<file path="config.mk">
export PLATFORM = sky130hd
export DESIGN_NAME = counter
export DESIGN_NICKNAME = d
export VERILOG_FILES = /design/src/rtl/counter.sv
export SDC_FILE = /design/constraint.sdc
export NUM_CORES = 1
export LEC_CHECK = 0
export BUFFER_PORTS_ARGS = -buffer_cell sky130_fd_sc_hd__buf_2
export CAP_MARGIN = 40
export CORE_AREA = 2 2 39 41
export CTS_CLUSTER_DIAMETER = 120
export CTS_CLUSTER_SIZE = 25
export DETAILED_ROUTE_END_ITERATION = 10
export DIE_AREA = 0 0 41 43
export SYNTH_ARGS = -nofsm -noshare
export SYNTH_HDL_FRONTEND = slang
export SYNTH_SLANG_ARGS = --single-unit
</file>
<file path="constraint.sdc">
create_clock -name clk -period 2.2 [get_ports clk]
set_clock_uncertainty 0.15 [all_clocks]
set_input_delay 0.22 -clock clk [delete_from_list [all_inputs] [get_ports clk]]
set_output_delay 0.22 -clock clk [all_outputs]
set_load 0.01 [all_outputs]
</file>
<file path="src/rtl/counter.sv">
// Synchronous up-counter with enable; wraps modulo 2^WIDTH and flags the rollover
// with a registered one-cycle wrap pulse.
module counter #(
  parameter int WIDTH = 4
) (
  input  logic             clk,
  input  logic             reset,
  input  logic             enable,
  output logic [WIDTH-1:0] count,
  output logic             wrap
);

  logic [WIDTH-1:0] count_q, count_d;
  logic             wrap_q, wrap_d;
  logic [WIDTH:0]   sum;

  // Extra bit catches the carry out of the MSB, which is the rollover event.
  always_comb begin
    sum     = {1'b0, count_q} + {{WIDTH{1'b0}}, 1'b1};
    count_d = count_q;
    wrap_d  = 1'b0;
    if (reset) begin
      count_d = '0;
    end else if (enable) begin
      count_d = sum[WIDTH-1:0];
      wrap_d  = sum[WIDTH];
    end
  end

  always_ff @(posedge clk) begin
    count_q <= count_d;
    wrap_q  <= wrap_d;
  end

  assign count = count_q;
  assign wrap  = wrap_q;

endmodule

</file>
# After elaboration in Yosys (flattened, before gate mapping)

Cells that the tools add are included.

$add $sub $neg: 1
Multipliers: 0
Divide/modulo/power cells: 0
Magnitude comparators: 0
Eq/ne operators: 0
Shifts and indexed selects: 0
Multiplexer cells: 0
Bitwise logic cells: 1
Reduce and logical (&&, ||, !) cells: 1

Operators with widths:

| operator              | count |
|---|---|
| $add A4 B1 Y5 const B | 1 |
| $reduce_or A2 Y1      | 1 |
| $not A1 Y1            | 1 |

Register bits: 5
Bits in latches: 0
RAM bits: 0
Memory bits (read-only): 0
Input port bits: 3
Output and inout bits: 5
Logic and storage cells: 5
Memories kept: 0

# Depth between registers and ports, before layout

Gate-level depths: netlist (run 1).

Word-level depth: 2
Mapped depth: 3
Gate-level depth less buffers: 3

# Least setup slack after synthesis (run 1)

No wires, ideal clock.

Kind: register -> register
Start: register count_q[0], in the netlist count[0]
End: register count_q[1], in the netlist count[1]
Setup time: 0.114 ns
Data arrival time: 0.873 ns
Required time: 1.936 ns
Slack: 1.063 ns
Stages on the path, launching flop included: 4
Buffers on the path: 0
Clock period less this slack: 1.137 ns
Cells stage by stage: dfxtp_1 -> ha_1 -> mux2i_1 -> nor2_1

Longest elaborated chain between the ends: 1

RTL lines:

| element                | line | source |
|---|---|---|
| start, declared        | 13   | `logic [WIDTH-1:0] count_q, count_d;` |
| start signal, assigned | 31   | `count_q <= count_d;` |
| $add A4 B1 Y5          | 19   | `sum = {1'b0, count_q} + {{WIDTH{1'b0}}, 1'b1};` |
| via sum[1]             | 15   | `logic [WIDTH:0] sum;` |

The timed path passes the listed nets, and every way through them passes these cells.
A chain may end at the register's enable or synchronous reset.

# Final worst setup path (run 1)

Start: register count_q[0], in the netlist count[0]
End: output count[0]

RTL lines:

| element       | line | source |
|---|---|---|
| end, declared | 9    | `output logic [WIDTH-1:0] count,` |

No word-level cell between the ends.

==> results of run 1 <==
## sequential cells by signal (all words and copies together) (netlist names)
signal,flops
wrap,1
count,4
## final timing paths
check                              from               endpoint  slack, ps  cells past startpoint
hold / removal                    reset  count[0]$_SDFFE_PP0P_         50                      2
setup / recovery  count[0]$_SDFFE_PP0P_               count[0]        990                      1
hold reg to reg   count[3]$_SDFFE_PP0P_  count[3]$_SDFFE_PP0P_        420                      2
setup reg to reg  count[0]$_SDFFE_PP0P_  count[2]$_SDFFE_PP0P_       1060                      3
## cells by family (layout without fill, tap and decap cells)
group | count (synthesis) | after routing | share of synthesized area
compound gates | 2 | 2 | 0.0659
xor+xnor | 1 | 1 | 0.0385
fa+ha+maj | 1 | 1 | 0.0549
buf+inv | 1 | 11 | 0.0494
flops | 5 | 5 | 0.440
mux | 2 | 2 | 0.110
simple gates | 7 | 7 | 0.242
## routing by layer
| layer | vias to the layer above | part of all wire |
|---|---|---|
| li1 | 85 | - |
| met3 | 0 | 0.18 |
| met5 | - | 0 |
| met1 | 69 | 0.37 |
| met4 | 0 | 0 |
| met2 | 10 | 0.44 |
## cells in the mapped netlist
| master | count |
|---|---|
| and4_1 | 1 |
| xnor2_1 | 1 |
| nor2_1 | 3 |
| nand3b_1 | 1 |
| a21oi_1 | 1 |
| mux2_4 | 1 |
| nor2b_1 | 1 |
| a21bo_2 | 1 |
| dfxtp_1 | 5 |
| nand4_4 | 1 |
| buf_6 | 1 |
| ha_1 | 1 |
| mux2i_1 | 1 |
## power groups by stage
stage                     registers, mW  clock network, mW  logic (mW)
after floorplan                   0.104                  0      0.0123
after global placement            0.103                  0      0.0198
after detailed placement          0.103                  0      0.0205
after CTS                         0.101              0.114      0.0205
after global routing              0.102              0.121      0.0224
final                             0.101              0.107      0.0200
## through the flow
step | area [um^2] | setup WS (ps) | instances | hold slack, ps
3_3_place_gp | 272 | 1080 | 41 | 303
4_1_cts | 298 | 981 | 45 | 46.8
2_1_floorplan | 228 | 1060 | 19 | 139
5_1_grt | 298 | 952 | 45 | 44.7
6_report | 298 | 990 | 45 | 51.1
3_5_place_dp | 272 | 1060 | 41 | 308
## layout make-up
type / count / area (um^2) / share of cell area
sequential: 5 / 100 / 0.336
multi-input combinational: 13 / 116 / 0.391
timing repair buffer: 7 / 35.0 / 0.118
tap: 16 / 20.0 / 0.0672
clock buffer: 4 / 26.3 / 0.0882
==> flow_summary.toml, run 1 <==
[floorplanning]
core_um2 = 1380
start_util = 0.165
chipHeight_um = 43
rows = 14
pin_count = 8
dieArea_um2 = 1760
die_w_um = 41

[setup_path]
worstSetupEndpointType = "output pin"
slowest_delay_ps = 420
path_class = "reg2out"
crit_fanout = 4
cp.buffers_inverters = 1
arrival_ps = 840
cp_top_family = "flip-flops"
path_cells = "buf_2"
cp_slowest_cell = "dfxtp_1"
critPathRequiredTime_ps = 1830
critPathLaunchType = "flip-flop"

[power]
p_sw_mw = 0.0551
p_sw_frac = 0.241
p_clk_frac = 0.470
power_mw = 0.229
p_leak_nw = 0.141
combPwrFrac = 0.088
powerDensity_nw_per_um2 = 767
seqPwrFrac = 0.442
ir_drop_uv = 387
internal_power_mw = 0.173

[sta]
slew_headroom = 0.860
setup_viol = 0
slew_violations = 0
post-route-period-util = 0.550
hold_viol = 0
tns_ps = 0
fin_crit_ps = 1210
max_slew.worst_pin.slew_ps = 210
rsz0062_at_grt = "no"
max_freq_mhz = 827

[global_routing]
grt_util_met2 = 0.0781
grt_max_degree = 7
grt_busiest_layer = "met3"
use_met1 = 0.0484
grt_use_total = 0.0643
antenna_found_initial = 0
grt_pass1_vias = 159
grt_pass1_wl_um = 634
grt-ovfl-total = 0
gr-usage-met3 = 0.0942

[hold_path]
hold_path_class = "in2reg"

[cts]
postCtsHoldBufs = 0
cts-root-buf = "clkbuf_4"
cts_tree = "done"
cts_made_buffers = 3
clock_latency_ps = 240
clkTransAtPathRegs_ps = 50
cts_max_path_buffers = 2
post_cts_buffers = 0
cts_sinks = 5
cts.repair.resized = 0
htree_levels = 1

[final_layout]
antenna_cells = 0
final_cell_mix = "buf_2, dfxtp_1, nor2_1, clkbuf_4"
final.fill_count = 160
drive_gt1_frac = 0.448
final_common_cell = "buf_2"
syn2layout_area_growth_pct = 30.8
final_core_util = 0.215
fin_nets = 34

[yosys]
yosysWarnings = 0
synth_top_area_frac = 0.440
yosysTopAreaCell = "dfxtp_1"
ys_types = 13
ys_seq_elements = 5
synthTopCellsByArea = "dfxtp_1, nand4_4, mux2_4, ha_1, buf_6"
syn-num-nets = 23
yosysSeqAreaShare = 0.440
syn_area_per_cell_um2 = 12.0
syn_area_um2 = 228
synth_cells = 19

[job]
maxCapViolations = 0

[placement]
port-buffer-count = 7
gp_congestion = 0.637

[route]
antenna_left = 0
vias = 164
route.detailed.drc = 0
viasPerCell = 3.64
drtIter0Drc = 0
firstDrtPassIters = 1
drt-wirelength-per-cell_um = 8.82
routed_wl_um = 397

[outcome]
status = "finished clean"
Note: power is estimated with default switching activity, not from simulation.
==> run 2, diff against run 1 <==
Clock period 2.2 ns to 1.1 ns, I/O delays scaled along.
==> run 2 against run 1 <==
Effect of this change:
- cell area increased by 12%
- sequential share of layout area fell by 0.91 points
- setup slack worse by 950 ps
- via count rose by 8.5%
- non-clock buffer count is 1 higher
- cell count rose by 2.2%
- sequential power is 110% higher
- wire length grew 24%
- sequential cell count unchanged
- critical path type is now reg2reg
- largest cell class unchanged
==> flow_summary.toml, run 2 (synthesis results as in run 1) <==
[power]
p_sw_frac = 0.247
p_clk_frac = 0.455
combPwrFrac = 0.103
p_sw_mw = 0.116
power_mw = 0.470
powerDensity_nw_per_um2 = 1410
p_leak_nw = 0.145
ir_drop_uv = 574
internal_power_mw = 0.353
seqPwrFrac = 0.442

[global_routing]
grt_use_total = 0.0784
grt_pass1_vias = 183
antenna_found_initial = 0
grt-ovfl-total = 0
grt_pass1_wl_um = 786
grt_max_degree = 7

[final_layout]
fin_nets = 35
final.fill_count = 159
design_area_um2 = 333
syn2layout_area_growth_pct = 46.2
final_common_cell = "buf_2"
final_cell_mix = "buf_2, nor2_1, clkbuf_4"
antenna_cells = 0
drive_gt1_frac = 0.600
largest_register_ffs = 4

[sta]
max_slew.worst_pin.slew_ps = 124
hold_viol = 0
slew_violations = 0
tns_ps = 0
setup_viol = 0
rsz0062_at_grt = "no"
whs_ps = 73.4
post-route-period-util = 0.966
max_freq_mhz = 941
slew_headroom = 0.915
fin_crit_ps = 1060

[floorplanning]
dieArea_um2 = 1760
die_w_um = 41
rows = 14
start_util = 0.165
core_um2 = 1380
chipHeight_um = 43
pin_count = 8

[setup_path]
slowest_delay_ps = 370
cp_slowest_cell = "dfxtp_4"
path_cells = "ha_4 > a21bo_2 > a21oi_2"
critPathRequiredTime_ps = 1130
worstSetupEndpointType = "flip-flop"
path_class = "reg2reg"
critPathLaunchType = "flip-flop"
crit_fanout = 4
arrival_ps = 1090

[job]
maxCapViolations = 0

[cts]
cts_max_path_buffers = 2
clock_latency_ps = 240
cts_tree = "done"
clkTransAtPathRegs_ps = 40
cts_sinks = 5
cts-root-buf = "clkbuf_4"
htree_levels = 1
cts_made_buffers = 3

[route]
drt-wirelength-per-cell_um = 10.7
route.detailed.drc = 0
viasPerCell = 3.87
firstDrtPassIters = 2
drtIter0Drc = 3
routed_wl_um = 492
antenna_left = 0
vias = 178

[placement]
port-buffer-count = 7
gp_congestion = 0.660
place_area_um2 = 275

[hold_path]
hold_path_class = "in2reg"

[outcome]
status = "finished clean"
==> run 2: area by class of cell <==
type	instances	area, um^2	area share
Clock buffer	4	26.3	0.0789
Multi-Input combinational cell	13	133	0.398
Sequential cell	5	109	0.327
Tap cell	16	20.0	0.0602
Timing Repair Buffer	8	45.0	0.135
==> run 2: final timing paths <==
check                                           start  cells after the start                     to  slack (ps)
worst min-delay path                           enable                      3  count[0]$_SDFFE_PP0P_          70
worst max register to register  count[0]$_SDFFE_PP0P_                      3  count[2]$_SDFFE_PP0P_          40
worst max-delay path            count[0]$_SDFFE_PP0P_                      3  count[2]$_SDFFE_PP0P_          40
worst min register to register  count[2]$_SDFFE_PP0P_                      1        wrap$_SDFF_PP0_         400
==> run 2: stage by stage <==
stage	setup slack, ps	instances	utilization
6_report	36.9	46	0.241
3_5_place_dp	-23.3	41	0.199
2_1_floorplan	16.1	19	-
5_1_grt	16.1	46	0.241
4_1_cts	0.739	46	0.231
3_3_place_gp	8.48	41	0.199
==> run 2: layer usage <==
metal | GRT usage | vias up | share of wire
met3 | 0.0995 | 3 | 0.16
li1 | - | 87 | -
met5 | 0 | - | 0
met4 | 0.0600 | 0 | 0.016
met1 | 0.0871 | 77 | 0.47
met2 | 0.0719 | 11 | 0.35
==> run 2: power by group through the flow <==
stage               Combinational (mW)  Clock, mW  Sequential [mW]
detailed placement              0.0423          0            0.208
global route                    0.0548      0.251            0.208
finish                          0.0484      0.214            0.208
CTS                             0.0460      0.221            0.204
floorplan                       0.0247          0            0.210
global placement                0.0401          0            0.207
==> run 2: repair_timing <==
| item | CTS | global route |
|---|---|---|
| hold endpoints to repair | 3 | 0 |
| setup endpoints to repair | 1 | 2 |
| resized for setup | 3 | 2 |
| hold buffers | 1 | 0 |
| buffers inserted | 0 | 0 |
| pin swaps | 0 | 0 |
==> run 2: worst max-delay path, delay by kind of cell (launching register included) <==
kind,cells,cell delay (ps)
compound gates,2,310
fa+ha+maj,1,170
flops,1,370
